$ cat src/rtl/logic_gate_unit.sv
// Registered bit-wise AND / NAND / NOR of two operand vectors.
// One capture stage qualified by in_valid; asynchronous active-high reset.

module and_gate (
    output logic out,
    input  logic in1,
    input  logic in2
);
    assign out = in1 & in2;
endmodule

module nand_gate (
    output logic out,
    input  logic in1,
    input  logic in2
);
    assign out = ~(in1 & in2);
endmodule

module nor_gate (
    output logic out,
    input  logic in1,
    input  logic in2
);
    assign out = ~(in1 | in2);
endmodule

module logic_gate_unit #(
    parameter int WIDTH = 1
) (
    input  logic             clk,
    input  logic             rst,
    input  logic             in_valid,
    input  logic [WIDTH-1:0] a,
    input  logic [WIDTH-1:0] b,
    output logic [WIDTH-1:0] o_and,
    output logic [WIDTH-1:0] o_nand,
    output logic [WIDTH-1:0] o_nor,
    output logic             out_valid
);

    logic [WIDTH-1:0] and_bits;
    logic [WIDTH-1:0] nand_bits;
    logic [WIDTH-1:0] nor_bits;

    for (genvar i = 0; i < WIDTH; i++) begin : g_bit
        and_gate u_and (
            .out (and_bits[i]),
            .in1 (a[i]),
            .in2 (b[i])
        );
        nand_gate u_nand (
            .out (nand_bits[i]),
            .in1 (a[i]),
            .in2 (b[i])
        );
        nor_gate u_nor (
            .out (nor_bits[i]),
            .in1 (a[i]),
            .in2 (b[i])
        );
    end

    // All-zero reset state intentionally breaks nand == ~and; only valid data obeys it.
    always_ff @(posedge clk or posedge rst) begin
        if (rst) begin
            o_and     <= '0;
            o_nand    <= '0;
            o_nor     <= '0;
            out_valid <= 1'b0;
        end else begin
            out_valid <= in_valid;
            if (in_valid) begin
                o_and  <= and_bits;
                o_nand <= nand_bits;
                o_nor  <= nor_bits;
            end
        end
    end

endmodule

$ cat config.mk
export PLATFORM = sky130hd
export DESIGN_NAME = logic_gate_unit
export DESIGN_NICKNAME = d
export VERILOG_FILES = /design/src/rtl/logic_gate_unit.sv
export SDC_FILE = /design/constraint.sdc
export NUM_CORES = 1
export LEC_CHECK = 0
export CAP_MARGIN = 20
export CELL_PAD_IN_SITES_DETAIL_PLACEMENT = 2
export CELL_PAD_IN_SITES_GLOBAL_PLACEMENT = 2
export CORE_AREA = 3 3 40 42
export DETAILED_ROUTE_END_ITERATION = 8
export DIE_AREA = 0 0 43 45
export DONT_BUFFER_PORTS = 1
export PLACE_DENSITY = 0.36
export SLEW_MARGIN = 15
export SYNTH_ARGS = -nofsm -noshare
export SYNTH_HDL_FRONTEND = slang
export SYNTH_HIERARCHICAL = 1
export SYNTH_SLANG_ARGS = --single-unit
export TNS_END_PERCENT = 100
$ cat constraint.sdc
create_clock -name clk -period 0.9 [get_ports clk]
set_clock_uncertainty 0.15 [all_clocks]
set_input_delay 0.09 -clock clk [delete_from_list [all_inputs] [get_ports clk]]
set_output_delay 0.09 -clock clk [all_outputs]
set_load 0.01 [all_outputs]
## After elaboration in Yosys (flattened, before gate mapping)

Cells that the tools add are included.

| word-level totals | value |
|---|---|
| flip-flop bits (word level) | 4 |
| input port bits | 5 |
| logic and storage cells | 8 |

| operators by class | value |
|---|---|
| bitwise operators | 4 |

Operator list:

| kind | number |
|---|---|
| 1-bit NOT | 2 |
| 1-bit bitwise AND | 1 |
| 1-bit OR | 1 |

## Longest topological paths before layout

| logic depth | value |
|---|---|
| depth in word-level cells | 2 |
| gate-level depth with buffers | 2 |
| gate-level depth less buffers | 2 |

## By module

Netlist, hierarchy kept.

By module, submodules not included:

| module | times used | cells an instance | area an instance (um2) |
|---|---|---|---|
| logic_gate_unit | 1 | 8 | 137.6 |
| and_gate | 1 | 1 | 6.3 |
| nand_gate | 1 | 1 | 3.8 |
| nor_gate | 1 | 1 | 3.8 |

## Least setup slack after synthesis

No wires, ideal clock.

| timing path | value |
|---|---|
| path type | reg-to-reg |
| start point | reg o_and (netlist name) |
| end point | reg o_and |
| setup time | 0.125 ns |
| arrival time | 0.645 ns |
| required time | 0.625 ns |
| slack | -0.019 ns |
| stages on the path, launching flop included | 2 |
| clock period less this slack | 0.919 ns |
| cells stage by stage | dfrtp_1 -> mux2_2 |

RTL lines:

| item | line | RTL |
|---|---|---|
| to (signal assigned) | 74 | `o_and <= and_bits;` |
| to (decl) | 36 | `output logic [WIDTH-1:0] o_and,` |

## Worst setup path in the final report

| timing path | value |
|---|---|
| start point | in in_valid |
| end point | reg o_nor |

RTL lines:

| item | line | RTL |
|---|---|---|
| from (decl) | 33 | `input logic in_valid,` |
| to (signal assigned) | 76 | `o_nor <= nor_bits;` |
| to (decl) | 38 | `output logic [WIDTH-1:0] o_nor,` |

No word-level cell between the ends.

==> flow_metrics.env <==
export IMPL_fin_util=0.208
export IMPL_rsz0062_at_grt="yes"
export IMPL_netSwitchingFraction=0.231
export IMPL_p_comb_frac=0.147
export IMPL_drive_gt1_frac=0.476
export IMPL_drv_slew=0
export IMPL_finalHoldViolCount=3
export IMPL_overflow=0
export IMPL_startpoint="in_valid"
export IMPL_setup_tns_ns=-0.966
export IMPL_antenna_found_initial=0
export IMPL_p_leak_uw=0.000123
export IMPL_r2r_end="o_nand"
export IMPL_dp_cells=30
export IMPL_antenna_cells=0
export IMPL_dr_pass1_iters=1
export IMPL_vias_per_cell=3.39
export IMPL_cp_top_family="buffers and inverters"
export IMPL_dp_hpwl_um=271
export IMPL_fp_dieH_um=45
export IMPL_min_path_cells=2
export IMPL_rr_worst_depth=1
export IMPL_yosysWarnings=6
export IMPL_route_detailed_drc=0
export IMPL_outcome="complete, but fails checks"
export IMPL_cp_cell_sequence="dlygate4sd3_1, mux2_2"
export IMPL_synthToLayoutAreaGrowth_pct=76.9
export IMPL_finalWorstSetupSlack_ns=-0.207
export IMPL_period_needed_ns=1.11
export IMPL_wl_per_cell_um=11.0
export IMPL_maxCapViolations=0
export IMPL_p_switching_uw=119
export IMPL_cts_buffers=3
export IMPL_seqPwrFrac=0.401
export IMPL_finalSetupViolations=6
export IMPL_crit_path_max_fanout=4
export IMPL_reg2reg_setup_slack_ns=-0.02
export IMPL_coreArea_um2=1280
export IMPL_root_buffer="clkbuf_4"
export IMPL_worstMarginPinSlew_ns=0.191
export IMPL_grt_max_degree=5
export IMPL_grt_first_pass_wirelength_um=607
export IMPL_io_buffers=0
export IMPL_fmaxAchievable_ghz=0.904
export IMPL_synth_fp_nets=16
export IMPL_avgSynthCellArea_um2=13.8
export IMPL_period_share=1.23
export IMPL_pwr_share_clk=0.451
export IMPL_vias=122
export IMPL_finalNonFillerCells=36
export IMPL_grt_pass1_vias=127
export IMPL_die_area_um2=1940
export IMPL_grt_util_all_layers=0.0527
export IMPL_cts_htree_levels=1
export IMPL_start_util=0.118
export IMPL_crit_path_top_delay_cell="dlygate4sd3_1"
export IMPL_crit_path_end_kind="flop"
export IMPL_ios=9
export IMPL_fin_total_pwr_uw=514
export IMPL_rows=13
export IMPL_max_slew_margin=0.872
export IMPL_worstSkewPairLatency_ns=0.24
export IMPL_max_clock_path_buffers=2
export IMPL_synth_seq_cells=4
export IMPL_cts_tree="built"
export IMPL_ys_types=6
export IMPL_drt_antenna_violating_nets=0
export IMPL_internal_power_uw=395
export IMPL_drt_total_wl_um=396
export IMPL_drtIter0Drc=0
export IMPL_r2r_start="o_nand"
export IMPL_hold_ws_ns=-0.0761
export IMPL_cts_setup_buffers=0
export IMPL_min_path_type="input port to flop"
export IMPL_syn_instance_count=11
export IMPL_violations="hold timing, setup timing"
export IMPL_synth_area_um2=151
export IMPL_ir_drop_v=0.000652
export IMPL_cpPeakStageDelay_ns=0.63
export IMPL_cp_required_ns=0.87
export IMPL_seq_area_frac_synth=0.661
export IMPL_clkTransAtPathRegs_ns=0.04
export IMPL_mostFrequentLayoutCells="dfrtp_1 (4), buf_6 (4), mux2_2 (3), clkbuf_4 (3), dlygate4sd3_1 (3)"
export IMPL_cts_sinks=4
export IMPL_min_to="o_nand"
export IMPL_criticalPathCategory="input port to flop"
export IMPL_nNetsFinal=28
export IMPL_cp_start_kind="input port"
export IMPL_critPathBufInv=1
export IMPL_die_width_um=43
export IMPL_gp_congestion=0.590
export IMPL_hp_start="a"
export IMPL_cellPowerDensity_nw_per_um2=1920
export IMPL_critPathArrivalTime_ns=1.08
flip-flops by register name (all words and copies together), names as in the netlist:
signal / flops
o_nor: 1
o_nand: 1
out_valid: 1
o_and: 1
metal layers:
layer,track usage,up-vias,routed length [µm]
li1,-,56,-
met1,0.0463,54,170
met2,0.0509,10,148
met3,0.0837,2,65
met4,0.0361,0,11
met5,0,-,0
per-stage QoR:
step	cell area (µm²)	setup WS [ns]
final	268	-0.207
after global placement	200	0.0132
after floorplan	151	-0.0193
after detailed placement	200	0.0116
after global routing	268	-0.225
after CTS	248	-0.191
worst max-delay path by stage:
stage | to | slack, ns | cells past startpoint
after detailed placement | o_nand | 0.01 | 1
after CTS | o_nand | -0.19 | 2
after global placement | o_nor | 0.01 | 1
after global routing | o_nand | -0.23 | 2
after floorplan | o_and | -0.02 | 1
final | o_nor | -0.21 | 2
synth_stat cells (all sizes together):
cell type | number | area [µm²]
and2 | 1 | 6.26
dfrtp | 4 | 100
inv | 1 | 3.75
mux2 | 3 | 33.8
nand2 | 1 | 3.75
nor2 | 1 | 3.75
cell families (layout without fill, tap and decap cells):
group,after synthesis,in the layout,share of synthesized area
buffers and inverters,1,11,0.0248
and+or+nand+nor,3,3,0.0909
DFF,4,4,0.661
muxes,3,3,0.223
power groups by stage:
stage	combinational [µW]	clock [µW]	sequential, µW
final	75.7	232	206
after global routing	82.7	264	208
after CTS	67.1	235	206
after detailed placement	52.7	0	206
after global placement	52.7	0	205
after floorplan	18.7	0	211
repair_timing:
action,4_1_cts,5_1_grt
gates cloned,0,0
endpoints found under the setup margin,3,7
hold endpoints to repair,8,4
gates resized for setup,4,0
hold buffers,1,2
pin swaps,0,0
area by class of cell:
| cell class | instances | area (µm²) |
|---|---|---|
| tap | 15 | 18.8 |
| multi-input combinational | 6 | 47.5 |
| timing repair buffer | 7 | 75.1 |
| inverter | 1 | 3.75 |
| sequential | 4 | 100 |
| fill | 140 | 1020 |
| clock buffer | 3 | 22.5 |
(Power assumes the default switching activity.)
